$ cat src/rtl/gba_keypad_pkg.sv
// gba_keypad_pkg: GBA/SNES key index maps and KEYCNT field positions for the keypad unit.
// Rev 1.0
`default_nettype none

package gba_keypad_pkg;

   localparam int NUM_KEYS = 10;

   // GBA KEYINPUT bit positions
   localparam int KEY_A      = 0;
   localparam int KEY_B      = 1;
   localparam int KEY_SELECT = 2;
   localparam int KEY_START  = 3;
   localparam int KEY_RIGHT  = 4;
   localparam int KEY_LEFT   = 5;
   localparam int KEY_UP     = 6;
   localparam int KEY_DOWN   = 7;
   localparam int KEY_R      = 8;
   localparam int KEY_L      = 9;

   // SNES controller shift-register bit positions
   localparam int SNES_B      = 0;
   localparam int SNES_Y      = 1;
   localparam int SNES_SELECT = 2;
   localparam int SNES_START  = 3;
   localparam int SNES_UP     = 4;
   localparam int SNES_DOWN   = 5;
   localparam int SNES_LEFT   = 6;
   localparam int SNES_RIGHT  = 7;
   localparam int SNES_A      = 8;
   localparam int SNES_X      = 9;
   localparam int SNES_L      = 10;
   localparam int SNES_R      = 11;

   localparam int KEYCNT_IRQ_EN = 14;
   localparam int KEYCNT_AND    = 15;

   localparam logic [NUM_KEYS-1:0] KEYS_RELEASED = '1;

   function automatic int snes_bit_for_key(input int key);
      case (key)
         KEY_A:      return SNES_A;
         KEY_B:      return SNES_B;
         KEY_SELECT: return SNES_SELECT;
         KEY_START:  return SNES_START;
         KEY_RIGHT:  return SNES_RIGHT;
         KEY_LEFT:   return SNES_LEFT;
         KEY_UP:     return SNES_UP;
         KEY_DOWN:   return SNES_DOWN;
         KEY_R:      return SNES_R;
         KEY_L:      return SNES_L;
         default:    return SNES_A;
      endcase
   endfunction

endpackage

`default_nettype wire

$ cat src/rtl/key_debounce.sv
// key_debounce: one key's synchroniser, stability counter and debounced state flop.
// Rev 1.0
`default_nettype none

module key_debounce
   import gba_keypad_pkg::*;
#(
   parameter int DEBOUNCE_CYCLES = 84000,
   parameter int CNT_W           = 17,
   parameter int SYNC_STAGES     = 2
) (
   input  logic clock,
   input  logic reset,
   input  logic raw,
   output logic stable
);

   localparam logic [CNT_W-1:0] CNT_LAST = CNT_W'(DEBOUNCE_CYCLES - 1);

   logic [SYNC_STAGES-1:0] sync_q;
   logic                   synced;
   logic [CNT_W-1:0]       count;

   // Released (1) is the safe idle level, so the chain powers up released.
   always_ff @(posedge clock or posedge reset) begin
      if (reset) begin
         sync_q <= '1;
      end else begin
         sync_q <= {sync_q[SYNC_STAGES-2:0], raw};
      end
   end

   assign synced = sync_q[SYNC_STAGES-1];

   always_ff @(posedge clock or posedge reset) begin
      if (reset) begin
         count  <= '0;
         stable <= 1'b1;
      end else if (synced == stable) begin
         count <= '0;
      end else if (count == CNT_LAST) begin
         count  <= '0;
         stable <= synced;
      end else begin
         count <= count + 1'b1;
      end
   end

endmodule

`default_nettype wire

$ cat src/rtl/keypad_unit.sv
// keypad_unit: SNES buttons -> debounced GBA KEYINPUT plus KEYCNT keypad interrupt pulse.
// Rev 1.0
`default_nettype none

module keypad_unit
   import gba_keypad_pkg::*;
#(
   parameter int DEBOUNCE_CYCLES = 84000,
   parameter int CNT_W           = 17,
   parameter int SYNC_STAGES     = 2
) (
   input  logic        clock,
   input  logic        reset,
   input  logic [15:0] buttons,
   input  logic [15:0] keycnt,
   output logic [15:0] key_input,
   output logic        keypad_irq
);

   logic [NUM_KEYS-1:0] remapped;
   logic [NUM_KEYS-1:0] stable;
   logic [NUM_KEYS-1:0] select;
   logic [NUM_KEYS-1:0] pressed;
   logic                cond;
   logic                level;
   logic                cond_prev;
   logic                unused_bits;

   for (genvar k = 0; k < NUM_KEYS; k++) begin : g_key
      assign remapped[k] = buttons[snes_bit_for_key(k)];

      key_debounce #(
         .DEBOUNCE_CYCLES (DEBOUNCE_CYCLES),
         .CNT_W           (CNT_W),
         .SYNC_STAGES     (SYNC_STAGES)
      ) u_debounce (
         .clock  (clock),
         .reset  (reset),
         .raw    (remapped[k]),
         .stable (stable[k])
      );
   end

   // SNES X/Y, the padding nibble and the KEYCNT gap have no GBA meaning.
   assign unused_bits = ^{buttons[15:12], buttons[SNES_X], buttons[SNES_Y], keycnt[13:10]};

   assign key_input = {{(16-NUM_KEYS){1'b0}}, stable};
   assign select    = keycnt[NUM_KEYS-1:0];

   always_comb begin
      pressed = ~stable & select;
      cond    = 1'b0;
      if (keycnt[KEYCNT_AND]) begin
         cond = (pressed == select) && (select != '0);
      end else begin
         cond = |pressed;
      end
   end

   assign level = cond & keycnt[KEYCNT_IRQ_EN];

   always_ff @(posedge clock or posedge reset) begin
      if (reset) begin
         cond_prev  <= 1'b0;
         keypad_irq <= 1'b0;
      end else begin
         cond_prev  <= level;
         keypad_irq <= level & ~cond_prev;
      end
   end

endmodule

`default_nettype wire

$ cat config.mk
export PLATFORM = sky130hd
export DESIGN_NAME = keypad_unit
export DESIGN_NICKNAME = d
export VERILOG_FILES = /design/src/rtl/gba_keypad_pkg.sv /design/src/rtl/key_debounce.sv /design/src/rtl/keypad_unit.sv
export SDC_FILE = /design/constraint.sdc
export NUM_CORES = 1
export LEC_CHECK = 0
export ABC_AREA = 1
export CAP_MARGIN = 20
export CORE_AREA = 2 2 156 158
export DETAILED_ROUTE_END_ITERATION = 12
export DIE_AREA = 0 0 158 160
export DONT_BUFFER_PORTS = 1
export SKIP_CTS_REPAIR_TIMING = 1
export SLEW_MARGIN = 20
export SYNTH_ARGS = -nofsm -noshare
export SYNTH_HDL_FRONTEND = slang
export SYNTH_SLANG_ARGS = --single-unit
$ cat constraint.sdc
create_clock -name clock -period 11.5 [get_ports clock]
set_clock_uncertainty 0.05 [all_clocks]
set_input_delay 0.575 -clock clock [delete_from_list [all_inputs] [get_ports clock]]
set_output_delay 0.575 -clock clock [all_outputs]
set_load 0.01 [all_outputs]
# Word level (Yosys, flattened, before mapping)
# Index checks and enable logic that the tools add are counted.
# word_totals
elab_cells	112
out_inout_bits	17
register_bits	202
input_bits	34
# op_classes
addsub	10
n_eq_ne	21
n_bitwise	15
mux	21
reduce_logical	13
# op_table
operator	n
2-to-1 mux 17 bit	20
adder 17 x 1 -> 17 bit (second input constant)	10
equality test 17 bit (second input constant)	10
AND reduction 2 bit	10
NOT 1 bit	11
bitwise AND 10 bit	1
equality test 1 bit	10
equality test 10 bit	1
NOT 10 bit	1
nonzero test 10 bit	1
OR reduction 10 bit	1
bitwise AND 1 bit	2
logical AND 1 bit	1
2-to-1 mux 1 bit	1

# Depth between registers and ports, before layout
# logic_depth
word_depth	7
ltp_mapped	10

# Modules after synthesis
# From an unflattened synthesis, not the netlist that was laid out.
# hier_totals
cells_unflattened	1467
hier_area_um2	11124.4
# by_module_without_submodules
module	cells_per_inst	seq_area_each_um2	n_inst	area_each_um2
key_debounce at g_key[0].u_debounce ...	140	504.2	9	1078.5
key_debounce at g_key[4].u_debounce	134	504.2	1	1068.5
keypad_unit	73	50.0	1	349.1

# Least setup slack after synthesis
# OpenSTA, ideal clock, no wires.
# synth_path
path_type	register to register
startpoint	reg g_key[4].u_debounce.count[0]
endpoint	reg g_key[4].u_debounce.count[8]
arrival_time_ps	1229
n_path_buf	0
path_slack_ps	10102
t_required_ps	11331
stages_incl_launch_ff	11
cell_sequence	dfrtp_1 > ha_1 > nand2_1 > nor2_4 > inv_2 > nor2_4 > nand2_2 > nand2_4 > inv_2 > nand2_1 > nor2_1
# synth_between
elab_chain_cells	3
word_cells_on_any_way	4
# synth_rtl
element	line_no	source
start, declared	key_debounce.sv:22	logic [CNT_W-1:0] count;
start signal, assigned	key_debounce.sv:45	count <= count + 1'b1;
adder 17 x 1 -> 17 bit or equality test 17 bit (tied branches)	key_debounce.sv:45, key_debounce.sv:41	
2-to-1 mux 17 bit (*)	key_debounce.sv:41	end else if (count == CNT_LAST) begin
2-to-1 mux 17 bit (*)	key_debounce.sv:39	end else if (synced == stable) begin
# Every way passes the cells marked *; elsewhere a longest branch is shown, timed or not.
# A chain may end at the register's enable or synchronous reset.

# Worst setup path after layout
# layout_path
startpoint	reg g_key[6].u_debounce.stable
endpoint	out key_input[6]
# layout_lines
element	line_no	source
start, declared	key_debounce.sv:15	output logic stable
start signal, assigned	key_debounce.sv:43	stable <= synced;
end, declared	keypad_unit.sv:16	output logic [15:0] key_input,
# No word-level cell between the ends.

==> metrics.md <==
| Metric | Value |
|---|---|
| Starting Density | 44.0% |
| CTS tree | built |
| Slew @ Worst Pin | 0.938 ns |
| Routability cong. | 0.878 |
| Initial antenna violation count | 1 |
| CTS clk-pin slew, worst paths | 0.05 ns |
| Power Dens Cells | 131 mW/mm² |
| Post-synth EDFFs | 0 |
| Maximum Capacitance Violations | 0 |
| Met3 Wirelength | 967 µm |
| Period utilisation layout | 15.7% |
| Worst R2R Start | g_key[9].u_debounce.stable |
| Number of global-route vias before repair | 8,007 |
| # port buffers | 0 |
| Pin count of the biggest net entering global routing | 124 |
| Prevailing post-synth register cell | dfrtp_1 |
| Layout area overhead | 11.6% |
| Status | finished with violations |
| Total track usage | 17.9% |
| Slew HR | 37.0% |
| CP Launch Point | g_key[6].u_debounce.stable |
| Setup crit start kind | register |
| Total number of yosys warnings | 0 |
| CTS Buffer Depth | 3 |
| Vias per std cell | 4.94 |
| Maximum vdd drop | 102 µV |
| Critical Path End Type | output port |
| DP HPWL | 15,600 µm |
| CP max FO | 5 |
| Register area share after synthesis | 48.6% |
| Final count of hold timing violations | 6 |
| RSZ-0062 raised after global routing | no |
| Nets | 1,377 |
| Antenna-violating nets left | 0 |
| DR vias | 8,279 |
| Die W | 158 µm |
| Mapped Area | 0.0105 mm² |
| Routed wl met2 | 9840 µm |
| Post-Route Setup TNS | 0 ns |
| Grt total ovfl | 0 |
| DR top layer | met4 |
| WL final | 21,500 µm |
| Worst path depth | 0 |
| Residual DRC count | 0 |
| #FFs+latches synth | 202 |
| Worst hold path class | in2async |
| Gate Count Post-Synth | 1,307 |
| DR iter-0 viols | 547 |
| WS Path Type | reg2out |
| Max-slew violations | 0 |
| Final min period | 1.80 ns |
| Layout cells sized above 1 | 12.6% |
| Worst-Skew Late Latency | 0.52 ns |
| CP required | 10.88 ns |
| Final setup vio count | 0 |
| Failing checks | hold timing |
| Fin util | 49.1% |
| Top-level I/O count | 51 |
| Reg2Reg Capture Point | g_key[9].u_debounce.count[11] |
| Chip height | 160 µm |
| CP endpoint | key_input[6] |
| CTS buffer count | 25 |
| Ys async rst share | 100% |
| Wire length per cell | 12.8 µm |
| WHS | -0.0349 ns |
| Core Box Area | 0.0238 mm² |
| CTS root buf | clkbuf_16 |
| TritonRoute pass-1 iters | 5 |
| Standard-cell rows | 57 |
| H-tree level count | 1 |
| Reg2Reg Depth | 4 |
| Die area | 0.0253 mm² |
| First-pass GRT wire length | 37,800 µm |
| CTS sink count | 202 |
| Cell variety after synth | 36 |
| Mean Syn Cell Area | 8.02 µm² |
| R2R setup slack | 9.72 ns |
| Fmax | 554 MHz |
| P_leak | 4.79 nW |
| Crit path DAT | 1.18 ns |
| Met1 wire length | 10,200 µm |
[sequential cells by signal, indices dropped and copies added (netlist names)]
name	cells
cond_prev	1
keypad_irq	1
g_key.u_debounce.stable	10
g_key.u_debounce.sync_q	20
g_key.u_debounce.count	170
[stage by stage]
step	cell area, µm²	power [W]	hold slack (ns)	cells	setup slack, ns
finish	11700	0.00153	-0.0349	1677	9.70
global route	11700	0.00159	0.0832	1676	9.55
CTS	11600	0.00155	-0.0256	1666	9.68
detailed placement	10800	0.000799	0.297	1620	9.14
global placement	10800	0.000797	0.296	1620	9.15
floorplan	10500	0.000785	0.295	1312	5.41
[cell families after synthesis]
| family | after synthesis | share of synthesized area (%) |
|---|---|---|
| compound gates | 101 | 5.45 |
| other cells | 1 | 0.0358 |
| xor+xnor | 44 | 3.75 |
| flops | 202 | 48.6 |
| buf+inv | 175 | 6.84 |
| fa+ha+maj | 10 | 1.19 |
| simple gates | 774 | 34.1 |
[cells in the final DEF (no fill, tap or decap), drive strengths merged, types with 5 or more instances in the layout]
| master | n |
|---|---|
| conb | 6 |
| clkbuf | 39 |
| a31oi | 5 |
| ha | 10 |
| nand4 | 29 |
| clkinv | 5 |
| nand2 | 258 |
| or2 | 5 |
| nor2 | 292 |
| nand3 | 86 |
| dfrtp | 172 |
| dfstp | 30 |
| xnor2 | 6 |
| nor3b | 14 |
| dlygate4sd3 | 10 |
| a21oi | 57 |
| o21ai | 23 |
| a211oi | 9 |
| nor3 | 89 |
| o21a | 6 |
| xor2 | 38 |
| inv | 159 |
[area by class of cell]
cell class,instances,area (µm²)
antenna,1,2.50
fill,2289,12100
inverter,158,601
multi-input combinational,935,4690
timing repair buffer,11,111
clock buffer,39,748
clock inverter,7,41.3
tap,324,405
sequential,202,5090
[cells in the mapped netlist, types with 6 or more instances]
library cell / number / area, µm²
a211oi_1: 8 / 60.1
a21oi_1: 53 / 265
buf_4: 16 / 120
dfrtp_1: 172 / 4300
dfstp_2: 30 / 788
ha_1: 10 / 125
inv_1: 141 / 529
inv_2: 17 / 63.8
nand2_1: 234 / 878
nand2_2: 22 / 138
nand3_1: 85 / 425
nand4_1: 29 / 181
nor2_1: 261 / 980
nor2_2: 21 / 131
nor2_4: 10 / 113
nor3_1: 78 / 390
nor3_4: 6 / 97.6
nor3b_1: 10 / 75.1
o21a_1: 6 / 45.0
o21ai_0: 21 / 105
xnor2_1: 6 / 52.6
xor2_1: 37 / 324
[power breakdown]
group          switching, W  total (W)  internal, W
logic             0.0000371  0.0000516    0.0000145
clock network      0.000296   0.000741     0.000445
registers        0.00000867   0.000735     0.000727
total              0.000342    0.00153      0.00119
[worst min path at each step]
stage                                  start                       endpoint  cells past startpoint
2_1_floorplan  g_key[0].u_debounce.sync_q[0]  g_key[0].u_debounce.sync_q[1]                      0
3_3_place_gp   g_key[5].u_debounce.sync_q[0]  g_key[5].u_debounce.sync_q[1]                      0
3_5_place_dp   g_key[5].u_debounce.sync_q[0]  g_key[5].u_debounce.sync_q[1]                      0
4_1_cts                           buttons[0]  g_key[1].u_debounce.sync_q[0]                      0
5_1_grt                                reset   g_key[9].u_debounce.count[8]                      1
6_report                               reset  g_key[5].u_debounce.count[16]                      1
[per-layer routing]
layer  vias up  GRT usage [%]
met2       110           28.5
met3        44           3.80
met1      3892           24.7
met5         -              0
li1       4233              -
met4         0           5.00
Power figures use the tool's default switching activity.
